===== src/rtl/rnd_range_draw.sv =====
// Draws a uniform value in [0, RANGE) and a direction bit from the LFSR bit stream.
// Uses rejection sampling with a fold fallback after MAX_TRIES attempts.
module rnd_range_draw #(
  parameter int WIDTH     = 16,
  parameter int RANGE     = 480,
  parameter int MAX_TRIES = 4,
  localparam int OUT_W    = $clog2(RANGE)
) (
  input  logic             clk_i,
  input  logic             rst_i,
  input  logic [WIDTH-1:0] rnd_num_i,
  input  logic             req_i,
  output logic             busy_o,
  output logic             valid_o,
  output logic [OUT_W-1:0] value_o,
  output logic             dir_o
);

  localparam int CW = $clog2(OUT_W + 1);
  localparam int TW = (MAX_TRIES > 1) ? $clog2(MAX_TRIES) : 1;

  localparam logic [OUT_W:0] RANGE_W = (OUT_W+1)'(RANGE);
  localparam logic [CW-1:0]  LAST_BIT = CW'(OUT_W);
  localparam logic [TW-1:0]  LAST_TRY = TW'(MAX_TRIES - 1);

  typedef enum logic [1:0] {
    IDLE,
    SAMPLE,
    CHECK
  } state_e;

  state_e           state_q, state_d;
  logic [OUT_W:0]   sh_q, sh_d;
  logic [CW-1:0]    cnt_q, cnt_d;
  logic [TW-1:0]    try_q, try_d;
  logic             valid_q, valid_d;
  logic [OUT_W-1:0] value_q, value_d;
  logic             dir_q, dir_d;

  logic [OUT_W-1:0] cand;
  logic             cand_dir;
  logic             in_range;
  logic [OUT_W-1:0] folded;
  logic             unused_hi;

  // Only the fresh feedback bit carries new entropy each cycle.
  assign unused_hi = ^rnd_num_i[WIDTH-1:1];

  assign cand     = sh_q[OUT_W-1:0];
  assign cand_dir = sh_q[OUT_W];
  assign in_range = {1'b0, cand} < RANGE_W;
  // 2^OUT_W < 2*RANGE, so one subtraction always lands in range.
  assign folded   = cand - RANGE_W[OUT_W-1:0];

  // State and datapath registers with synchronous reset.
  always_ff @(posedge clk_i) begin
    if (rst_i) begin
      state_q <= IDLE;
      sh_q    <= '0;
      cnt_q   <= '0;
      try_q   <= '0;
      valid_q <= 1'b0;
      value_q <= '0;
      dir_q   <= 1'b0;
    end else begin
      state_q <= state_d;
      sh_q    <= sh_d;
      cnt_q   <= cnt_d;
      try_q   <= try_d;
      valid_q <= valid_d;
      value_q <= value_d;
      dir_q   <= dir_d;
    end
  end

  // Next-state logic: collect OUT_W+1 bits, then accept, retry or fold.
  always_comb begin
    state_d = state_q;
    sh_d    = sh_q;
    cnt_d   = cnt_q;
    try_d   = try_q;
    valid_d = 1'b0;
    value_d = value_q;
    dir_d   = dir_q;
    unique case (state_q)
      IDLE: begin
        if (req_i) begin
          state_d = SAMPLE;
          cnt_d   = '0;
          try_d   = '0;
        end
      end
      SAMPLE: begin
        sh_d  = {sh_q[OUT_W-1:0], rnd_num_i[0]};
        cnt_d = cnt_q + 1'b1;
        if (cnt_q == LAST_BIT) begin
          state_d = CHECK;
        end
      end
      CHECK: begin
        if (in_range) begin
          value_d = cand;
          dir_d   = cand_dir;
          valid_d = 1'b1;
          state_d = IDLE;
        end else if (try_q != LAST_TRY) begin
          try_d   = try_q + 1'b1;
          cnt_d   = '0;
          state_d = SAMPLE;
        end else begin
          value_d = folded;
          dir_d   = cand_dir;
          valid_d = 1'b1;
          state_d = IDLE;
        end
      end
      default: begin
        state_d = IDLE;
      end
    endcase
  end

  assign busy_o  = (state_q != IDLE);
  assign valid_o = valid_q;
  assign value_o = value_q;
  assign dir_o   = dir_q;

endmodule


===== config.mk =====
export PLATFORM = sky130hd
export DESIGN_NAME = rnd_range_draw
export DESIGN_NICKNAME = d
export VERILOG_FILES = /design/src/rtl/rnd_range_draw.sv
export SDC_FILE = /design/constraint.sdc
export NUM_CORES = 1
export LEC_CHECK = 0
export ABC_AREA = 1
export CELL_PAD_IN_SITES_DETAIL_PLACEMENT = 0
export CELL_PAD_IN_SITES_GLOBAL_PLACEMENT = 1
export CORE_MARGIN = 5
export CORE_UTILIZATION = 30
export DETAILED_ROUTE_END_ITERATION = 10
export GPL_TIMING_DRIVEN = 0
export MAX_ROUTING_LAYER = met4
export PLACE_DENSITY_LB_ADDON = 0.1
export SLEW_MARGIN = 20
export SYNTH_ARGS = -nofsm -noshare
export SYNTH_HDL_FRONTEND = slang
export SYNTH_SLANG_ARGS = --single-unit
export TNS_END_PERCENT = 20

===== constraint.sdc =====
create_clock -name clk_i -period 3.8 [get_ports clk_i]
set_input_delay 0.38 -clock clk_i [delete_from_list [all_inputs] [get_ports clk_i]]
set_output_delay 0.38 -clock clk_i [all_outputs]
set_load 0.01 [all_outputs]

==> reports/metrics.cfg <==
[routing]
first_iter_violations = 39
drc = 0
wire_per_inst_um = 11.5
routed_wl_um = 2650
vias = 1045
first_pass_iters = 4
vias_per_cell = 4.52
ant_nets = 0

[logic_synthesis]
ys_types = 21
netlist_instances = 159
synthesis.area_sq_mm = 0.00123
synth_fp_nets = 182
yosysWarnings = 0
synth_seq_cells = 29
seq_area_frac_synth = 0.471
avgSynthCellArea_sq_um = 7.75

[layout]
final_common_cell = dfxtp_1
mostFrequentLayoutCells = dfxtp_1 (29), a21oi_1 (24), inv_1 (22), nand2_1 (22), o21ai_0 (18)
area_growth_pct = 22.9
nNetsFinal = 203
diodes = 0
drive_gt1_frac = 0.110
instances_no_fill = 231

[global_routing]
grt_overflow = 0
grt_max_degree = 11
grt_usage = 0.115
grt_pass1_wl_um = 4560
antenna_found_initial = 0
grt_pass1_vias = 1021

[place]
hpwl_um = 1900
portBuffers = 14
dp_cells = 223
gp_congestion = 0.732

[critical_path]
start_kind = flop
cp-end-kind = output port
worstPathRequired_ps = 3420
crit_fanout = 5
cp.arrival_ps = 1410
critPathKind = flop to output port

[timing]
setup_viol = 0
rsz0062_at_grt = no
hold_violations = 0
maxSlewViolCount = 0
tns_ps = 0
timing.final.crit_share = 0.470
fin_worst_skew_ps = 2.17
slew_headroom = 0.733
max_freq_mhz = 560
tightest_slew_ps = 400
finalWorstPathRequiredPeriod_ps = 1790

[floorplan]
coreArea_sq_mm = 0.00400
ios = 31
start_util = 0.308
die_area_sq_mm = 0.00549
fp.dieH_um = 74.1
die_w_um = 74.1
rows = 23

[hold_path]
hold_class = flop to flop

[clocking]
cts-htree-levels = 2
cts_sinks = 29
cts-root-buf = clkbuf_8
clock_latency_ps = 270
ctsResizeCount = 0
cts_setup_buffers = 0
clockBufferDepth = 2
clk_pin_slew_ps = 60
cts_made_buffers = 5
ctsHoldBuffers = 0
cts_tree = yes

[run_status]
status = complete, no violations

[power_and_ir_drop]
p_per_area_mw_per_mm2 = 412
vdd_ir_drop_max_uv = 231
p_leak_nw = 0.628

[run]
drv_cap = 0

## layer usage
metal / track usage / part of all wire / routed length (um)
met3: 0.0446 / 0.039 / 102
met5: - / 0 / 0
met1: 0.131 / 0.48 / 1280
met4: 0.0584 / 0.021 / 56
met2: 0.176 / 0.46 / 1210
## state kept, by name, indices dropped and copies added (netlist names)
name / count
sh_q: 10
valid_o: 1
try_q: 2
cnt_q: 4
value_o: 9
state_q: 2
dir_o: 1
## metrics by stage
stage               cell area [sq um]   util  setup slack (ps)  total power [mW]  hold slack, ps
floorplan                        1230      -              2520             0.374             430
CTS                              1520  0.379              1990             0.638             461
finish                           1520  0.379              2010             0.625             463
global placement                 1440  0.359              2300             0.392             458
global route                     1520  0.379              1930             0.663             481
detailed placement               1440  0.359              2280             0.393             458
## report_power, final
group | total (mW) | switching [mW] | internal [mW] | leakage (nW)
clock network | 0.240 | 0.110 | 0.130 | 0.0395
registers | 0.329 | 0.0108 | 0.318 | 0.236
logic | 0.0565 | 0.0350 | 0.0215 | 0.352
## logic make-up after synthesis
| kind of cell | synth area share |
|---|---|
| and+or+nand+nor | 0.179 |
| xor gates and xnor gates | 0.00711 |
| AOI/OAI and AO/OA | 0.199 |
| DFF | 0.471 |
| adders and majority gates | 0.0406 |
| buffers and inverters | 0.104 |
## cell usage after synthesis
master / count / area, sq um
a21oi_1: 24 / 120
a21oi_2: 1 / 8.76
buf_4: 2 / 15.0
buf_6: 1 / 11.3
clkbuf_1: 2 / 7.51
dfxtp_1: 29 / 581
ha_1: 4 / 50.1
inv_1: 22 / 82.6
inv_2: 3 / 11.3
nand2_1: 22 / 82.6
nand2_2: 2 / 12.5
nand3_1: 6 / 30.0
nand4_1: 1 / 6.26
nor2_1: 13 / 48.8
nor2_4: 2 / 22.5
nor3_1: 1 / 5.00
o21ai_0: 18 / 90.1
o21ai_2: 3 / 26.3
or2_0: 1 / 6.26
or2_2: 1 / 6.26
xor2_1: 1 / 8.76
## critical path, stage by stage (launching register included)
cell	delay, ps
dfxtp_1	440
nor2_1	100
inv_1	60
clkdlybuf4s50_1	520
## path summary, 6_finish.rpt
path / startpoint / endpoint / slack, ps / depth (start not counted)
hold reg to reg: value_o[7] / value_o[7] / 460 / 2
setup / recovery: state_q[0] / busy_o / 2010 / 3
setup reg to reg: sh_q[5] / value_o[5] / 2310 / 7
hold / removal: value_o[7] / value_o[7] / 460 / 2
## cell type report
cell class                      instances  area [sq um]
Sequential cell                        29           581
Multi-Input combinational cell        100           524
Inverter                               25          93.8
Buffer                                  5          33.8
Clock buffer                            8          80.1
Timing Repair Buffer                   14           140
Tap cell                               50          62.6
Fill cell                             425          2480
Power figures use the tool's default switching activity.
